===== src/rtl/ps2_pkg.sv =====
// ps2_pkg: shared FSM states, PS/2 command bytes and packet byte1 bit positions
package ps2_pkg;
  typedef enum logic [2:0] {SEND_EN, WAIT_TX, WAIT_ACK, B1, B2, B3, FAIL} state_t;
  localparam logic [7:0] CMD_STREAM_EN = 8'hF4;
  localparam logic [7:0] RSP_ACK = 8'hFA;
  localparam int BIT_L = 0;
  localparam int BIT_R = 1;
  localparam int BIT_M = 2;
  localparam int BIT_SYNC = 3;
  localparam int BIT_XS = 4;
  localparam int BIT_YS = 5;
  localparam int BIT_XO = 6;
  localparam int BIT_YO = 7;
endpackage


===== src/rtl/ps2_timeout_cnt.sv =====
// ps2_timeout_cnt: saturating cycle counter with clear/enable and a runtime limit
// clk, rst_n : clock, async active-low reset
// clr, en    : clear to zero (priority), count enable
// limit      : count value at which done asserts
// done       : count has reached limit
module ps2_timeout_cnt #(
  parameter int W = 8
) (
  input  logic         clk,
  input  logic         rst_n,
  input  logic         clr,
  input  logic         en,
  input  logic [W-1:0] limit,
  output logic         done
);
  logic [W-1:0] cnt;
  always_ff @(posedge clk or negedge rst_n) begin
    if (!rst_n) cnt <= '0;
    else if (clr) cnt <= '0;
    else if (en && cnt != '1) cnt <= cnt + 1'b1;
  end
  assign done = cnt >= limit;
endmodule


===== src/rtl/ps2_mouse_packet.sv =====
// ps2_mouse_packet: enables PS/2 mouse streaming and assembles 3-byte movement packets
// clk_i, rstn_i               : clock, async active-low reset
// rx_data_i, rx_valid_i       : received byte and its strobe
// tx_data_o, tx_req_o         : command byte and send strobe; tx_done_i ends a send
// xm_o, ym_o, btnm_o, ovf_o   : last packet's movement, buttons and overflow
// m_done_tick_o               : new packet strobe; init_err_o : sticky init failure
module ps2_mouse_packet
  import ps2_pkg::*;
#(
  parameter int ACK_TIMEOUT = 2_000_000,
  parameter int BYTE_TIMEOUT = 500_000,
  parameter int MAX_RETRY = 3
) (
  input  logic       clk_i,
  input  logic       rstn_i,
  input  logic [7:0] rx_data_i,
  input  logic       rx_valid_i,
  output logic [7:0] tx_data_o,
  output logic       tx_req_o,
  input  logic       tx_done_i,
  output logic [8:0] xm_o,
  output logic [8:0] ym_o,
  output logic [2:0] btnm_o,
  output logic       m_done_tick_o,
  output logic       ovf_o,
  output logic       init_err_o
);
  localparam int MAXT = ACK_TIMEOUT > BYTE_TIMEOUT ? ACK_TIMEOUT : BYTE_TIMEOUT;
  localparam int W = $clog2(MAXT + 1);
  localparam int RW = $clog2(MAX_RETRY + 2);
  state_t state, state_n;
  logic [RW-1:0] retry;
  logic [7:0] b1, b2;
  logic send, acc1, acc2, acc3, retry_inc, tmo;
  ps2_timeout_cnt #(.W(W)) u_tmo (
    .clk(clk_i),
    .rst_n(rstn_i),
    .clr(state_n != state),
    .en(state == WAIT_ACK || state == B2 || state == B3),
    .limit(state == WAIT_ACK ? W'(ACK_TIMEOUT) : W'(BYTE_TIMEOUT)),
    .done(tmo)
  );
  // A valid byte is always checked before the timeout so it wins a tie.
  always_comb begin
    state_n = state;
    send = 1'b0;
    acc1 = 1'b0;
    acc2 = 1'b0;
    acc3 = 1'b0;
    retry_inc = 1'b0;
    case (state)
      SEND_EN: begin
        send = 1'b1;
        state_n = WAIT_TX;
      end
      WAIT_TX: state_n = tx_done_i ? WAIT_ACK : WAIT_TX;
      WAIT_ACK:
        if (rx_valid_i && rx_data_i == RSP_ACK) state_n = B1;
        else if (tmo) begin
          retry_inc = retry != RW'(MAX_RETRY);
          state_n = retry_inc ? SEND_EN : FAIL;
        end
      B1:
        if (rx_valid_i && rx_data_i[BIT_SYNC]) begin
          acc1 = 1'b1;
          state_n = B2;
        end
      B2:
        if (rx_valid_i) begin
          acc2 = 1'b1;
          state_n = B3;
        end else if (tmo) state_n = B1;
      B3:
        if (rx_valid_i) begin
          acc3 = 1'b1;
          state_n = B1;
        end else if (tmo) state_n = B1;
      FAIL: state_n = FAIL;
      default: state_n = SEND_EN;
    endcase
  end
  always_ff @(posedge clk_i or negedge rstn_i) begin
    if (!rstn_i) begin
      state <= SEND_EN;
      retry <= '0;
      b1 <= '0;
      b2 <= '0;
      tx_data_o <= '0;
      tx_req_o <= 1'b0;
      xm_o <= '0;
      ym_o <= '0;
      btnm_o <= '0;
      ovf_o <= 1'b0;
      m_done_tick_o <= 1'b0;
      init_err_o <= 1'b0;
    end else begin
      state <= state_n;
      tx_req_o <= send;
      m_done_tick_o <= acc3;
      init_err_o <= init_err_o | (state_n == FAIL);
      if (send) tx_data_o <= CMD_STREAM_EN;
      if (retry_inc) retry <= retry + 1'b1;
      if (acc1) b1 <= rx_data_i;
      if (acc2) b2 <= rx_data_i;
      if (acc3) begin
        xm_o <= {b1[BIT_XS], b2};
        ym_o <= {b1[BIT_YS], rx_data_i};
        btnm_o <= {b1[BIT_M], b1[BIT_R], b1[BIT_L]};
        ovf_o <= b1[BIT_XO] | b1[BIT_YO];
      end
    end
  end
endmodule

===== config.mk =====
export PLATFORM = sky130hd
export DESIGN_NAME = ps2_mouse_packet
export DESIGN_NICKNAME = d
export VERILOG_FILES = /design/src/rtl/ps2_pkg.sv /design/src/rtl/ps2_timeout_cnt.sv /design/src/rtl/ps2_mouse_packet.sv
export SDC_FILE = /design/constraint.sdc
export NUM_CORES = 1
export LEC_CHECK = 0
export ABC_CLOCK_PERIOD_IN_PS = 3370
export CAP_MARGIN = 20
export CORE_ASPECT_RATIO = 0.8
export CORE_MARGIN = 5
export CORE_UTILIZATION = 57
export DETAILED_ROUTE_END_ITERATION = 6
export DONT_BUFFER_PORTS = 1
export GPL_TIMING_DRIVEN = 1
export PLACE_DENSITY = 0.73
export SLEW_MARGIN = 10
export SYNTH_ARGS = -nofsm -noshare
export SYNTH_HDL_FRONTEND = slang
export SYNTH_HIERARCHICAL = 1
export SYNTH_SLANG_ARGS = --single-unit

===== constraint.sdc =====
create_clock -name clk_i -period 3.37 [get_ports clk_i]
set_clock_uncertainty 0.15 [all_clocks]
set_input_delay 0.337 -clock clk_i [delete_from_list [all_inputs] [get_ports clk_i]]
set_output_delay 0.337 -clock clk_i [all_outputs]
set_load 0.1 [all_outputs]

# --- After elaboration in Yosys (flattened, before gate mapping) ---
# Index checks and enable logic that the tools add are counted.
word_totals:
  regBits: 69
  input_bits: 12
  out_inout_bits: 33
  word_cells: 57
op_classes:
  n_addsub: 2
  n_lt_le_gt_ge: 1
  eq_ne: 11
  n_mux: 21
  bitwise_logic: 2
  reduce_logical: 7
ops:
  columns: ["cell", "count"]
  rows:
  - ["21-bit 2-to-1 mux", 3]
  - ["21-bit by 1-bit adder with 21-bit output, second input constant", 1]
  - ["21-bit greater-or-equal comparator", 1]
  - ["3-bit 2-to-1 mux", 7]
  - ["21-bit inequality test, second input constant", 1]
  - ["3-bit one-hot mux with 7 select lines", 1]
  - ["3-bit == test, second input constant", 4]
  - ["1-bit 2-to-1 mux", 9]
  - ["8-bit == test, second input constant", 1]
  - ["3-bit by 2-bit == test with 1-bit output, second input constant", 2]
  - ["3-bit by 1-bit adder with 3-bit output, second input constant", 1]
  - ["3-bit by 1-bit == test with 1-bit output, second input constant", 1]
  - ["1-bit logical AND", 3]
  - ["3-bit logical NOT", 1]
  - ["3-bit by 2-bit inequality test with 1-bit output, second input constant", 1]
  - ["3-bit inequality test", 1]
  - ["1-bit logical OR", 2]
  - ["2-bit 2-to-1 mux", 1]
  - ["1-bit bitwise OR", 2]
  - ["2-bit nonzero test", 1]

# --- Logic depth before layout (Yosys ltp) ---
logic_depth:
  ltp_word: 8
  mapped_depth: 16
  mapped_depth_nobuf: 15

# --- Cells and area by module ---
# The synthesis kept the hierarchy.
by_module_without_submodules:
  columns: ["module", "instances", "cells_each", "area_each_um2", "seq_area_each_um2"]
  rows:
  - ["ps2_mouse_packet", 1, 202, 2063.2, 1176.1]
  - ["ps2_timeout_cnt", 1, 191, 1660.3, 525.5]

# --- Worst setup path after synthesis ---
# Ideal clock, no wire load.
synth_timing:
  path_kind: "reg2reg"
  from: "register state[0]"
  to: "register u_tmo.cnt[17]"
  setup_ns: 0.063
  t_arrival_ns: 3.201
  required_time_ns: 3.157
  slack_ns: -0.044
  stages_incl_launch_ff: 17
  n_path_buf: 2
  period_less_slack_ns: 3.414
  path_cell_list: "dfrtp_1 buf_2 inv_1 nand2_1 inv_1 inv_1 ha_1 and4_1 a221oi_1 o21ai_0 o21ai_0 o211ai_1 nor2_1 a211oi_1 a2111o_1 clkbuf_1 o21ba_2"
synth_via:
  elab_chain_cells: 8
  elab_cells_between_ends: 22
  cone_classes: "order compare: 1; eq/ne: 7; mux: 9; reduce/logical: 5"
synth_lines:
  columns: ["item", "line_no", "rtl"]
  rows:
  - ["start: declaration", "ps2_mouse_packet.sv:31", "state_t state, state_n;"]
  - ["start signal: assignment", "ps2_mouse_packet.sv:97", "state <= state_n;"]
  - ["3-bit by 2-bit == test with 1-bit output (*)", "ps2_mouse_packet.sv:40", ".limit(state == WAIT_ACK ? W'(ACK_TIMEOUT) : W'(BYTE_TIMEOUT)),"]
  - ["21-bit 2-to-1 mux (*)", "ps2_mouse_packet.sv:40", null]
  - ["21-bit greater-or-equal comparator (*)", "ps2_timeout_cnt.sv:22", "assign done = cnt >= limit;"]
  - ["net tmo", "ps2_mouse_packet.sv:34", "logic send, acc1, acc2, acc3, retry_inc, tmo;"]
  - ["3-bit 2-to-1 mux, on equally long branches", "ps2_mouse_packet.sv:72, ps2_mouse_packet.sv:77, ps2_mouse_packet.sv:59", null]
  - ["3-bit 2-to-1 mux, on equally long branches", "ps2_mouse_packet.sv:74, ps2_mouse_packet.sv:69, ps2_mouse_packet.sv:58", null]
  - ["3-bit one-hot mux with 7 select lines (*)", "ps2_mouse_packet.sv:51", "case (state)"]
  - ["3-bit inequality test (*)", "ps2_mouse_packet.sv:38", ".clr(state_n != state),"]
  - ["21-bit 2-to-1 mux / 2-bit nonzero test (equally long branches)", null, null]
  - ["end signal: assignment", "ps2_timeout_cnt.sv:20", "else if (en && cnt != '1) cnt <= cnt + 1'b1;"]
  - ["end: declaration", "ps2_timeout_cnt.sv:16", "logic [W-1:0] cnt;"]
# The timed path passes the listed nets; every way through them passes the cells marked *.
# A chain may end at the register's enable or synchronous reset.

# --- Final worst setup path ---
layout_timing:
  from: "register state[2]"
  to: "register u_tmo.cnt[9]"
# The elaborated chain is that of the path after synthesis.

==> results.json <==
{
  "outcome": "completed",
  "synth_cells": 393,
  "multi_input_area_mm2": 0.00191,
  "netlist_area_mm2": 0.00372,
  "cts.clk_slew.worst_paths_ns": 0.08,
  "crit_path_end_kind": "register",
  "rows": 26,
  "first_iter_violations": 193,
  "area_growth_pct": 18.0,
  "die_h_um": 82.3,
  "powerDensity_mw_per_mm2": 903,
  "finalInstanceArea_mm2": 0.00440,
  "hold_viol": 0,
  "ys_ff_latch": 68,
  "nets": 464,
  "num_io_pins": 45,
  "final_util": 0.689,
  "period_needed_ns": 3.23,
  "h-tree-depth": 3,
  "drv_cap": 0,
  "gp_congestion": 0.859,
  "yosys_warnings": 6,
  "tritoncts": "yes",
  "die_w_um": 100,
  "grt-ovfl-total": 0,
  "synth_top_cells_by_area": "dfrtp_1 (46%), nand2_1 (8.3%), ha_1 (8.1%)",
  "slew_violations": 0,
  "grt_max_degree": 69,
  "grt_usage": 0.203,
  "routedWlPerCell_um": 15.5,
  "core_area_mm2": 0.00638,
  "required_ns": 3.49,
  "grt_pass1_vias": 2608,
  "cts_buffer_depth": 2,
  "cpMaxStageDelayCell": "a2111o_1",
  "synthXorXnorAreaFrac": 0.0282,
  "hold_path_class": "in2reg",
  "min_from": "rx_data_i[0]",
  "rrSetupSlack_ns": 0.14,
  "die_area_mm2": 0.00826,
  "peakVddDrop_v": 0.000706,
  "synthAdderAreaFrac": 0.0806,
  "vias": 2863,
  "power.leakage_nw": 2.13,
  "hold_depth": 3,
  "tightest_slew_ns": 0.923,
  "yosys.area_share.simple": 0.210,
  "antenna_found_initial": 0,
  "synth_top_cell_by_area": "dfrtp_1",
  "cp_slowest_stage_delay_ns": 0.42,
  "whs_endpoint": "state[0]$_DFF_PN0_",
  "cts_made_buffers": 9,
  "start_util": 0.584,
  "r2r_end": "u_tmo/cnt[9]$_DFFE_PN0P_",
  "firstDrtPassIters": 5,
  "seq_area_mm2": 0.00171,
  "synth.area.mux_share": 0.0538,
  "routed_wl_um": 7990,
  "place_ws_ns": 0.0393,
  "ys_seq_area_frac": 0.457,
  "path_max_fanout": 11,
  "ys_async_sr_fraction": 1.00,
  "clock_sinks": 68,
  "port_buffers": 0,
  "rr_startpoint": "state[2]$_DFF_PN0_",
  "via_per_inst": 5.54,
  "drc_errors": 0,
  "synth-edff-count": 0,
  "path_cells": "nor2b_1, nand2_1, inv_2, buf_6, inv_2, ha_4, and4_4, a221oi_2, o21ai_1, o21ai_1, o211ai_1, buf_4, nand2_1, nor3_2, a2111o_1, buf_6, clkbuf_16, nor2_1",
  "place_hpwl_um": 5290,
  "antenna_left": 0,
  "setup_viol": 0,
  "avgSynthCellArea_um2": 9.47,
  "grt_pass1_wl_um": 12800,
  "clock.fmax_ghz": 0.309,
  "relSlewSlack": 0.385,
  "layout_setup_ws_ns": 0.137,
  "clock_latency_ns": 0.35,
  "synth.top_cell.area_share": 0.457,
  "drive_gt1_frac": 0.182,
  "r2r_cells": 18,
  "critical_path_class": "reg2reg",
  "startpoint_type": "register",
  "num_antenna_cells": 0,
  "crit_arrival_ns": 3.36,
  "clockRootBuffer": "clkbuf_8",
  "placed_area_mm2": 0.00389,
  "fillers": 492,
  "final.setup.tns_ns": 0,
  "synthFlopType": "dfrtp_1",
  "fin_crit_sh": 0.959,
  "synth-compound-area-share": 0.106,
  "synth_top_family_by_area": "simple AND/OR/NAND/NOR gates",
  "ys_types": 53
}
-- layout make-up --
type,instances,area share
tap,84,0.0239
inverter,31,0.0265
timing repair buffer,30,0.0734
multi-input combinational,288,0.434
sequential,68,0.388
clock buffer,10,0.0290
clock inverter,6,0.0256
-- power by group --
group	switching, mW	internal, mW	total (mW)
Clock	0.324	0.493	0.817
Combinational	0.519	0.446	0.965
Sequential	1.16	1.03	2.19
-- logic make-up after synthesis --
logic type	Yosys count
AOI/OAI and AO/OA	59
xor gates and xnor gates	12
adders and majority gates	24
buffers and inverters	51
DFF	68
muxes	18
other	2
and+or+nand+nor	159
-- synthesized netlist by cell type (6+ instances only) --
master,number
o21ai_0,12
nor3_1,12
xor2_1,10
inv_1,31
a21oi_1,14
nand4_1,6
nand3_1,6
ha_1,24
buf_4,9
mux2_2,14
buf_2,6
nor2_1,23
nand2_1,82
dfrtp_1,68
-- layer usage --
metal	GRT usage	vias up	routed length [µm]
met5	0	-	0
met4	0.0686	0	71
met3	0.0672	8	540
met2	0.296	74	3590
met1	0.284	1377	3790
li1	-	1404	-
-- worst max-delay path: cells and delay by family, from the launching register on --
family,cells,cell delay (ns)
AO/OA/AOI/OAI,5,0.99
flip-flops,1,0.38
buffers and inverters,6,0.75
AND/OR/NAND/NOR,6,0.66
adder cells (fa/ha/maj),1,0.23
-- flip-flops by register name (all words and copies together) (netlist names) --
register and count:
ym_o 9, tx_req_o 1, b1 7, state 3, retry 3, xm_o 9
init_err_o 1, tx_data_o 1, btnm_o 3, ovf_o 1, u_tmo/cnt 21, m_done_tick_o 1
b2 8
-- layout by cell type (no fill, tap or decap), types with 5 or more instances in the layout --
master,Yosys,routed
nand4_1,6,6
a21oi_1,14,12
mux2_2,14,14
nand3_1,6,6
nor2_1,23,20
o21ai_0,12,10
nor3_1,12,11
dfrtp_1,68,67
inv_1,31,28
buf_4,9,15
clkbuf_8,0,9
nand2_1,82,82
xor2_1,10,10
a21o_1,5,5
ha_1,24,22
conb_1,2,16
dlygate4sd3_1,0,9
-- worst max path at each step --
stage | start | end | slack (ns) | depth (start not counted)
after floorplan | state[0]$_DFF_PN0_ | u_tmo/cnt[17]$_DFFE_PN0P_ | 0.007 | 16
after global placement | state[2]$_DFF_PN0_ | u_tmo/cnt[17]$_DFFE_PN0P_ | 0.15 | 16
after detailed placement | state[2]$_DFF_PN0_ | u_tmo/cnt[15]$_DFFE_PN0P_ | 0.04 | 17
after CTS | state[2]$_DFF_PN0_ | u_tmo/cnt[15]$_DFFE_PN0P_ | 0.02 | 17
after global routing | state[2]$_DFF_PN0_ | u_tmo/cnt[9]$_DFFE_PN0P_ | -0.08 | 18
final | state[2]$_DFF_PN0_ | u_tmo/cnt[9]$_DFFE_PN0P_ | 0.14 | 18
-- what timing repair did --
action / CTS / global route
endpoints found under the hold margin: 89 / 0
buffers inserted: 0 / 3
gates resized for setup: 0 / 19
hold buffers: 10 / 0
endpoints found under the setup margin: 0 / 21
-- metrics by stage --
step / power, mW / hold slack [ns] / cells
after global placement: 2.94 / -0.107 / 486
after global routing: 4.16 / 0.0644 / 517
after floorplan: 2.75 / -0.109 / 407
after CTS: 3.82 / 0.0651 / 512
after detailed placement: 2.97 / -0.106 / 486
final: 3.97 / 0.0851 / 517
No activity file was read; power rests on OpenSTA's default activity.
